===== src/rtl/sdram_handoff_if.sv =====
// Handshake bundle between the SDRAM handoff sequencer and its neighbours:
// Nios request/grant, camera capture controls and the arbiter ownership lines.
interface sdram_handoff_if #(
  parameter int FRAME_CNT_W = 8
) ();
  logic                   nios_req;
  logic                   nios_grant;
  logic                   cam_vsync;
  logic                   cam_wr_busy;
  logic                   cam_pause;
  logic                   RequestNiosControl;
  logic                   NiosHasControl;
  logic                   CamHasControl;
  logic                   handoff_err;
  logic [FRAME_CNT_W-1:0] frames_since_grant;

  modport master (
    input  nios_req, cam_vsync, cam_wr_busy, NiosHasControl, CamHasControl,
    output nios_grant, cam_pause, RequestNiosControl, handoff_err, frames_since_grant
  );

  modport slave (
    output nios_req, cam_vsync, cam_wr_busy, NiosHasControl, CamHasControl,
    input  nios_grant, cam_pause, RequestNiosControl, handoff_err, frames_since_grant
  );
endinterface


===== src/rtl/sdram_handoff_ctrl.sv =====
// Sequences SDRAM ownership from the camera writer to the Nios at frame
// boundaries, after the write path drains, with a handoff stall watchdog.
module sdram_handoff_ctrl #(
  parameter int MIN_CAM_FRAMES = 1,
  parameter int TIMEOUT_CYCLES = 1024,
  parameter int FRAME_CNT_W    = 8
) (
  input  logic                clk,
  input  logic                Reset,
  sdram_handoff_if.master     bus
);

  typedef enum logic [2:0] {
    CAM_RUN, WAIT_FRAME, WAIT_IDLE, REQ_NIOS, NIOS_RUN, RELEASE
  } state_t;

  localparam int TO_W = $clog2(TIMEOUT_CYCLES + 1);
  localparam logic [TO_W-1:0]        TO_MAX  = TO_W'(TIMEOUT_CYCLES);
  localparam logic [TO_W-1:0]        TO_LAST = TO_W'(TIMEOUT_CYCLES - 1);
  localparam logic [FRAME_CNT_W-1:0] MIN_FR  = FRAME_CNT_W'(MIN_CAM_FRAMES);

  state_t                 state;
  logic                   vsync_q;
  logic [TO_W-1:0]        to_cnt;
  logic [FRAME_CNT_W-1:0] frames;
  logic                   grant_q;
  logic                   req_q;
  logic                   pause_q;
  logic                   err_q;
  logic                   vs_rise;

  assign vs_rise = bus.cam_vsync & ~vsync_q;

  assign bus.nios_grant         = grant_q;
  assign bus.RequestNiosControl = req_q;
  assign bus.cam_pause          = pause_q;
  assign bus.handoff_err        = err_q;
  assign bus.frames_since_grant = frames;

  // NOTE: all state updates use non-blocking assignments so every register
  // samples pre-edge values; blocking here would create order-dependent logic.
  always_ff @(posedge clk or posedge Reset) begin
    if (Reset) begin
      state   <= RELEASE;
      vsync_q <= 1'b0;
      to_cnt  <= '0;
      frames  <= '0;
      grant_q <= 1'b0;
      req_q   <= 1'b0;
      pause_q <= 1'b1;
      err_q   <= 1'b0;
    end else begin
      vsync_q <= bus.cam_vsync;

      unique case (state)
        CAM_RUN: begin
          if (vs_rise && frames != '1) frames <= frames + 1'b1;
          // Compare uses the registered count, so a same-cycle vsync only
          // counts toward the threshold on the following cycle.
          if (bus.nios_req && frames >= MIN_FR) state <= WAIT_FRAME;
        end

        WAIT_FRAME: begin
          if (vs_rise && frames != '1) frames <= frames + 1'b1;
          if (vs_rise) begin
            pause_q <= 1'b1;
            state   <= WAIT_IDLE;
          end else if (!bus.nios_req) begin
            state <= CAM_RUN;
          end
        end

        WAIT_IDLE: begin
          if (!bus.cam_wr_busy) begin
            req_q  <= 1'b1;
            to_cnt <= '0;
            state  <= REQ_NIOS;
          end
        end

        REQ_NIOS: begin
          if (bus.NiosHasControl) begin
            grant_q <= 1'b1;
            to_cnt  <= '0;
            state   <= NIOS_RUN;
          end else begin
            if (to_cnt != TO_MAX) to_cnt <= to_cnt + 1'b1;
            if (to_cnt >= TO_LAST) err_q <= 1'b1;
          end
        end

        NIOS_RUN: begin
          // Losing ownership without asking is a handoff fault in its own right.
          if (!bus.NiosHasControl || !bus.nios_req) begin
            if (!bus.NiosHasControl) err_q <= 1'b1;
            grant_q <= 1'b0;
            req_q   <= 1'b0;
            to_cnt  <= '0;
            state   <= RELEASE;
          end
        end

        RELEASE: begin
          if (bus.CamHasControl) begin
            pause_q <= 1'b0;
            frames  <= '0;
            to_cnt  <= '0;
            state   <= CAM_RUN;
          end else begin
            if (to_cnt != TO_MAX) to_cnt <= to_cnt + 1'b1;
            if (to_cnt >= TO_LAST) err_q <= 1'b1;
          end
        end

        default: state <= RELEASE;
      endcase
    end
  end

endmodule


===== src/flat_wrapper.sv =====
// flat-port wrapper written by rule: the top's interface ports become plain ports
module sdram_handoff_ctrl_flat 
#(
  parameter int MIN_CAM_FRAMES = 1,
  parameter int TIMEOUT_CYCLES = 1024,
  parameter int FRAME_CNT_W    = 8
)
  (clk, Reset, bus_nios_req, bus_cam_vsync, bus_cam_wr_busy, bus_NiosHasControl, bus_CamHasControl, bus_nios_grant, bus_cam_pause, bus_RequestNiosControl, bus_handoff_err, bus_frames_since_grant);
  sdram_handoff_if #(.FRAME_CNT_W(FRAME_CNT_W)) bus_i ();
  input  logic clk;
  input  logic Reset;
  input wire logic [$bits(bus_i.nios_req)-1:0] bus_nios_req;
  input wire logic [$bits(bus_i.cam_vsync)-1:0] bus_cam_vsync;
  input wire logic [$bits(bus_i.cam_wr_busy)-1:0] bus_cam_wr_busy;
  input wire logic [$bits(bus_i.NiosHasControl)-1:0] bus_NiosHasControl;
  input wire logic [$bits(bus_i.CamHasControl)-1:0] bus_CamHasControl;
  output wire logic [$bits(bus_i.nios_grant)-1:0] bus_nios_grant;
  output wire logic [$bits(bus_i.cam_pause)-1:0] bus_cam_pause;
  output wire logic [$bits(bus_i.RequestNiosControl)-1:0] bus_RequestNiosControl;
  output wire logic [$bits(bus_i.handoff_err)-1:0] bus_handoff_err;
  output wire logic [$bits(bus_i.frames_since_grant)-1:0] bus_frames_since_grant;
  assign bus_i.nios_req = bus_nios_req;
  assign bus_i.cam_vsync = bus_cam_vsync;
  assign bus_i.cam_wr_busy = bus_cam_wr_busy;
  assign bus_i.NiosHasControl = bus_NiosHasControl;
  assign bus_i.CamHasControl = bus_CamHasControl;
  assign bus_nios_grant = bus_i.nios_grant;
  assign bus_cam_pause = bus_i.cam_pause;
  assign bus_RequestNiosControl = bus_i.RequestNiosControl;
  assign bus_handoff_err = bus_i.handoff_err;
  assign bus_frames_since_grant = bus_i.frames_since_grant;
  sdram_handoff_ctrl #(.MIN_CAM_FRAMES(MIN_CAM_FRAMES), .TIMEOUT_CYCLES(TIMEOUT_CYCLES), .FRAME_CNT_W(FRAME_CNT_W)) u_core (.clk(clk), .Reset(Reset), .bus(bus_i));
endmodule

===== config.mk =====
export PLATFORM = sky130hd
export DESIGN_NAME = sdram_handoff_ctrl_flat
export DESIGN_NICKNAME = d
export VERILOG_FILES = /design/src/rtl/sdram_handoff_if.sv /design/src/rtl/sdram_handoff_ctrl.sv /design/src/flat_wrapper.sv
export SDC_FILE = /design/constraint.sdc
export NUM_CORES = 1
export LEC_CHECK = 0
export ABC_AREA = 1
export CORE_ASPECT_RATIO = 0.5
export CORE_MARGIN = 3
export CORE_UTILIZATION = 45
export DETAILED_ROUTE_END_ITERATION = 10
export PLACE_DENSITY = 0.68
export REMOVE_ABC_BUFFERS = 1
export SLEW_MARGIN = 20
export SYNTH_ARGS = -nofsm -noshare
export SYNTH_HDL_FRONTEND = slang
export SYNTH_SLANG_ARGS = --single-unit

===== constraint.sdc =====
create_clock -name clk -period 1.5 [get_ports clk]
set_input_delay 0.225 -clock clk [delete_from_list [all_inputs] [get_ports clk]]
set_output_delay 0.225 -clock clk [all_outputs]
set_load 0.03 [all_outputs]

After elaboration in Yosys (flattened, before gate mapping)
Index checks and enable logic that the tools add are counted.
Operators by class
  $add $sub $neg: 2
  $lt $le $gt $ge: 2
  equality and inequality tests: 18
  mux-type cells: 31
  bitwise gates (word level): 2
  reduce and logical (&&, ||, !) cells: 20
Operators by type and width (count)
  11-bit two-way mux: 5
  11-bit one-hot mux with 4 select lines: 1
  3-bit two-way mux: 7
  3-bit one-hot mux with 6 select lines: 1
  8-bit two-way mux: 2
  8-bit one-hot mux with 2 select lines: 1
  3-bit AND reduction: 5
  2-bit != test, second input constant: 6
  11-bit by 1-bit adder with 11-bit output, second input constant: 1
  11-bit by 10-bit >= comparator with 1-bit output, second input constant: 1
  11-bit != test, second input constant: 1
  1-bit two-way mux: 10
  8-bit by 1-bit adder with 8-bit output, second input constant: 1
  8-bit by 1-bit >= comparator with 1-bit output, second input constant: 1
  2-bit by 1-bit != test with 1-bit output, second input constant: 4
  8-bit != test, second input constant: 1
  2-bit nonzero test: 4
  3-bit by 2-bit equality test with 1-bit output, second input constant: 2
  3-bit equality test, second input constant: 2
  1-bit one-hot mux with 2 select lines: 3
  6-bit AND reduction: 1
  5-bit AND reduction: 1
  4-bit nonzero test: 1
  3-bit by 1-bit equality test with 1-bit output, second input constant: 1
  10 further kinds: 12
Storage, ports and cells
  bits in registers: 27
  bits of input ports: 7
  output and inout port bits: 12
  logic and storage cells: 83

Longest topological paths before layout
  depth in word-level cells: 5
  depth in mapped cells: 12
  depth with buffers taken out: 12

Least setup slack after synthesis
OpenSTA, ideal clock, no wires.
  path kind: register to register
  start point: reg u_core.frames[0], in the netlist u_core.bus.frames_since_grant[0]
  end point: reg u_core.frames[4], in the netlist u_core.bus.frames_since_grant[4]
  library setup time: 0.122 ns
  data arrival time: 1.553 ns
  data required time: 1.378 ns
  slack: -0.176 ns
  cell stages (with the launch flop): 10
  path buffers: 1
  period minus slack after synthesis: 1.676 ns
  path through: dfrtp_1 -> ha_1 -> nand3_1 -> nor2_2 -> nand3_1 -> nand2_1 -> nand2_2 -> buf_6 -> nand4_1 -> o21ai_1
On the way
  cells in the longest elaborated chain, start to end: 4
  elaborated cells between the ends (all ways): 7
  classes of those cells: add/sub (1); eq/ne (2); mux (2); reduce/logical (2)
Ends and longest elaborated chain
  start: declaration: RTL line sdram_handoff_ctrl.sv:25  | logic [FRAME_CNT_W-1:0] frames;
  start signal: assignment: RTL line sdram_handoff_ctrl.sv:57  | if (vs_rise && frames != '1) frames <= frames + 1'b1;
  start signal: assignment: RTL line sdram_handoff_ctrl.sv:64  | if (vs_rise && frames != '1) frames <= frames + 1'b1;
  parallel branches: the longest is 4 deep, another holds 8-bit by 1-bit adder with 8-bit output
Several ways; the timed one is not identified. The select of a mux whose other input is x is not followed.
A chain may end at the register's enable or synchronous reset.

Final worst setup path
  start point: reg u_core.state[0]
  end point: reg u_core.to_cnt[1]
On the way
  cells in the longest elaborated chain, start to end: 3
  elaborated cells between the ends (all ways): 9
  classes of those cells: eq/ne (6); mux (1); reduce/logical (2)
Ends and longest elaborated chain
  start: declaration: RTL line sdram_handoff_ctrl.sv:22  | state_t state;
  start signal: assignment: RTL line sdram_handoff_ctrl.sv:44  | state <= RELEASE;
  start signal: assignment: RTL line sdram_handoff_ctrl.sv:60  | if (bus.nios_req && frames >= MIN_FR) state <= WAIT_FRAME;
  start signal: assignment: RTL line sdram_handoff_ctrl.sv:67  | state <= WAIT_IDLE;
  3-bit by 2-bit equality test with 1-bit output / 3-bit equality test (equally long branches): RTL line sdram_handoff_ctrl.sv:55  | unique case (state)
  4-bit nonzero test (no line), or another cell as far along
  3-bit AND reduction (no line)
  end signal: assignment: RTL line sdram_handoff_ctrl.sv:87  | if (to_cnt != TO_MAX) to_cnt <= to_cnt + 1'b1;
  end signal: assignment: RTL line sdram_handoff_ctrl.sv:110  | if (to_cnt != TO_MAX) to_cnt <= to_cnt + 1'b1;
  end: declaration: RTL line sdram_handoff_ctrl.sv:24  | logic [TO_W-1:0] to_cnt;
Parallel ways exist; a longest one is shown, timed or not.

==> metrics.md <==
| Metric | Value |
|---|---|
| Status | `complete, but fails checks` |
| Failing checks | `negative setup slack` |
| CTS tree | `done` |
| Crit path time final | `approximately 1500 ps` |
| CP startpoint kind | `flop` |
| Worst R2R End | `u_core.to_cnt[1]` |
| DR WL/cell | `between 10 and 15 microns` |
| DP HPWL | `roughly 3600 microns` |
| Register bit total from synthesis | `27` |
| GP Congestion | `~0.94` |
| DR vias | `1933` |
| Register area share after synthesis | `35.7%` |
| Cell variety after synth | `25` |
| Die X-Extent | `a little under 100 microns` |
| Nets | `around 320` |
| Commonest non-fill, non-tap cell in the layout | `nand2_1` |
| R2R depth | `9` |
| Fin. max-slew vios | `0` |
| WL final | `a little under 5000 microns` |
| Hold_ws | `263 ps` |
| Starting DRT DRC Count | `44` |
| Netlist Area Pre-Place | `about 0.0019 sq mm` |
| Synth warnings | `0` |
| Largest net degree at the start of global routing | `28` |
| GRT Total Usage | `20.0%` |
| Std-Cell Rows | `16` |
| Crit end category | `flop` |
| Fill count | `345` |
| Via/cell ratio | `5.30` |
| RSZ-0062 raised after global routing | `yes` |
| Peak VDD IR | `580 uV` |
| Root buf cell | `clkbuf_8` |
| Peak Freq | `between 0.6 and 0.7 GHz` |
| Fraction of layout cells with a size suffix above 1 | `a little over a quarter` |
| Port Buffer Count | `18` |
| # diodes | `0` |
| Critical R2R Launch | `u_core.state[0]` |
| Routed Antenna Nets | `0` |
| Leak pwr | `about 0.0013 uW` |
| I/O Pins | `19` |
| Mapped Cells | `around 260` |
| Num CTS Buffers | `3` |
| P per Cell Area | `1550 mW/mm^2` |
| Slew @ Worst Pin | `approximately 370 ps` |
| Starting Density | `between 40 and 50%` |
| Final worst slack | `-0.304 ps` |
| 1st-pass router iterations | `5` |
| Reg clk slew, reported paths | `~100 ps` |
| Fin util | `a little under two thirds` |
| Clock Path Buffers | `2` |
| Maximum fanout along the worst path | `6` |
| Crit-path cells | `buf_6 -> nand3_4 -> nor2_4 -> inv_2 -> nand2_4 -> inv_4 -> nand2_2 -> nand2_1 -> nor2_1` |
| Vias in the first global route | `~1900` |
| Cell family with most CP delay | `flip-flops` |
| Critical Path RT | `~1700 ps` |
| Worst Path Arrival | `roughly 1700 ps` |
| # H-tree levels | `1` |
| DP Worst Slack | `-168 ps` |
| Die height | `52 microns` |
| DIE AREA | `about 0.0051 sq mm` |
| Area Growth Syn to Fin | `32.6%` |
| Crit Path Class | `flop to flop` |
| Cts hold-fix bufs | `0` |
| Core region area | `0.00398 sq mm` |
| Worst-skew pair later-pin latency | `280 ps` |
| Critical-path top delay cell | `dfstp_2` |
| Min-delay worst type | `primary input to async pin` |
| First-pass GRT wire length | `8260 microns` |
| FF-to-FF setup slack | `-0.3 ps` |
| Setup violators final | `1` |
| Max-cap violations | `0` |
| Commonest non-fill, non-tap cells in the layout | `54 x nand2_1, 35 x inv_1, 31 x buf_4, 25 x nand3_1, 23 x dfrtp_1` |
| Drc violations | `0` |
| Crit path buffers/inverters | `3` |
| CTS sink count | `27` |
| Slew HR | `approximately 75%` |
| Initial antenna violation count | `0` |
| Final Skew | `slightly above 7 ps` |
| CP max stage delay | `between 600 and 700 ps` |
| Fin. Hold Viols | `0` |
| Total grt overflow | `0` |
| Post-Syn Area per Cell | `roughly 7.4 sq um` |
| Final worst-path cycle share | `100%` |
==> tightest hold or removal path, delay by kind of cell <==
kind	cells	cell delay, ps
buffers and inverters	3	680
==> where the power goes <==
group	internal (uW)	leakage, uW	total, uW	switching [uW]
sequential	959	0.000343	1240	277
combinational	921	0.000889	2240	1320
clock	191	0.0000228	429	239
total	2070	0.00126	3900	1830
==> cells in the mapped netlist (all sizes together) <==
cell type / count / area, sq um
nand2: 64 / 265
inv: 44 / 173
nand3: 29 / 170
nor2: 25 / 138
dfrtp: 24 / 601
nand4: 19 / 140
o21ai: 16 / 80.1
a21oi: 9 / 45.0
nor3: 8 / 40.0
ha: 5 / 62.6
xor2: 5 / 43.8
buf: 4 / 45.0
dfstp: 3 / 78.8
o211ai: 3 / 22.5
==> cells by family (layout without fill, tap and decap cells) <==
| group | Yosys count | in the layout | share of synthesized area, % |
|---|---|---|---|
| buffers and inverters | 48 | 101 | 11.4 |
| adder cells (fa/ha/maj) | 5 | 5 | 3.29 |
| flip-flops | 27 | 27 | 35.7 |
| AND/OR/NAND/NOR | 145 | 145 | 39.6 |
| AO/OA/AOI/OAI | 28 | 28 | 7.75 |
| XOR/XNOR | 5 | 5 | 2.30 |
==> cell type report <==
| class | count | area [sq um] | area share (%) |
|---|---|---|---|
| Clock buffer | 4 | 45.0 | 1.78 |
| Inverter | 44 | 179 | 7.09 |
| Multi-Input combinational cell | 183 | 1100 | 43.6 |
| Sequential cell | 27 | 681 | 27.0 |
| Tap cell | 54 | 67.6 | 2.68 |
| Timing Repair Buffer | 53 | 452 | 17.9 |
==> per-layer routing <==
layer  share of wire (%)  wire (microns)  GRT usage (%)
met4                0.97              47           5.52
met1                  43            2060           23.6
met5                   0               0              0
met3                 4.6             222           4.02
met2                  52            2490           37.8
==> stage by stage <==
stage          TNS, ps  std cells  instance area, sq um  total power (uW)
5_1_grt           -940        365                  2520              4220
4_1_cts              0        362                  2410              3750
2_1_floorplan    -1060        254                  1860              2480
6_report        -0.304        365                  2520              3900
3_5_place_dp     -1450        357                  2350              3360
3_3_place_gp      -487        357                  2350              3310
==> repair_timing <==
item | 4_1_cts | 5_1_grt
resized for setup | 20 | 27
endpoints found under the hold margin | 0 | 0
endpoints found under the setup margin | 23 | 23
setup buffers | 1 | 3
pin swaps | 1 | 16
==> worst max-delay path by stage <==
stage,startpoint,to,slack (ps),depth (start not counted)
final,u_core.state[0],u_core.to_cnt[1],-0.3,9
after global routing,u_core.state[0],u_core.state[0],-100,9
after CTS,u_core.bus.frames_since_grant[0],u_core.bus.frames_since_grant[2],2,8
after detailed placement,bus_cam_vsync,u_core.bus.frames_since_grant[2],-170,10
after global placement,bus_cam_vsync,u_core.bus.frames_since_grant[2],-80,10
after floorplan,u_core.bus.frames_since_grant[0],u_core.bus.frames_since_grant[2],-180,8
==> flip-flops by register name (all words and copies together), names as in the netlist, named ones only <==
signal                         cells
u_core.bus.handoff_err             1
u_core.vsync_q                     1
u_core.bus.cam_pause               1
u_core.to_cnt                     11
u_core.state                       2
u_core.bus.RequestNiosControl      1
u_core.bus.nios_grant              1
u_core.bus.frames_since_grant      8
Note: power is estimated with default switching activity, not from simulation.
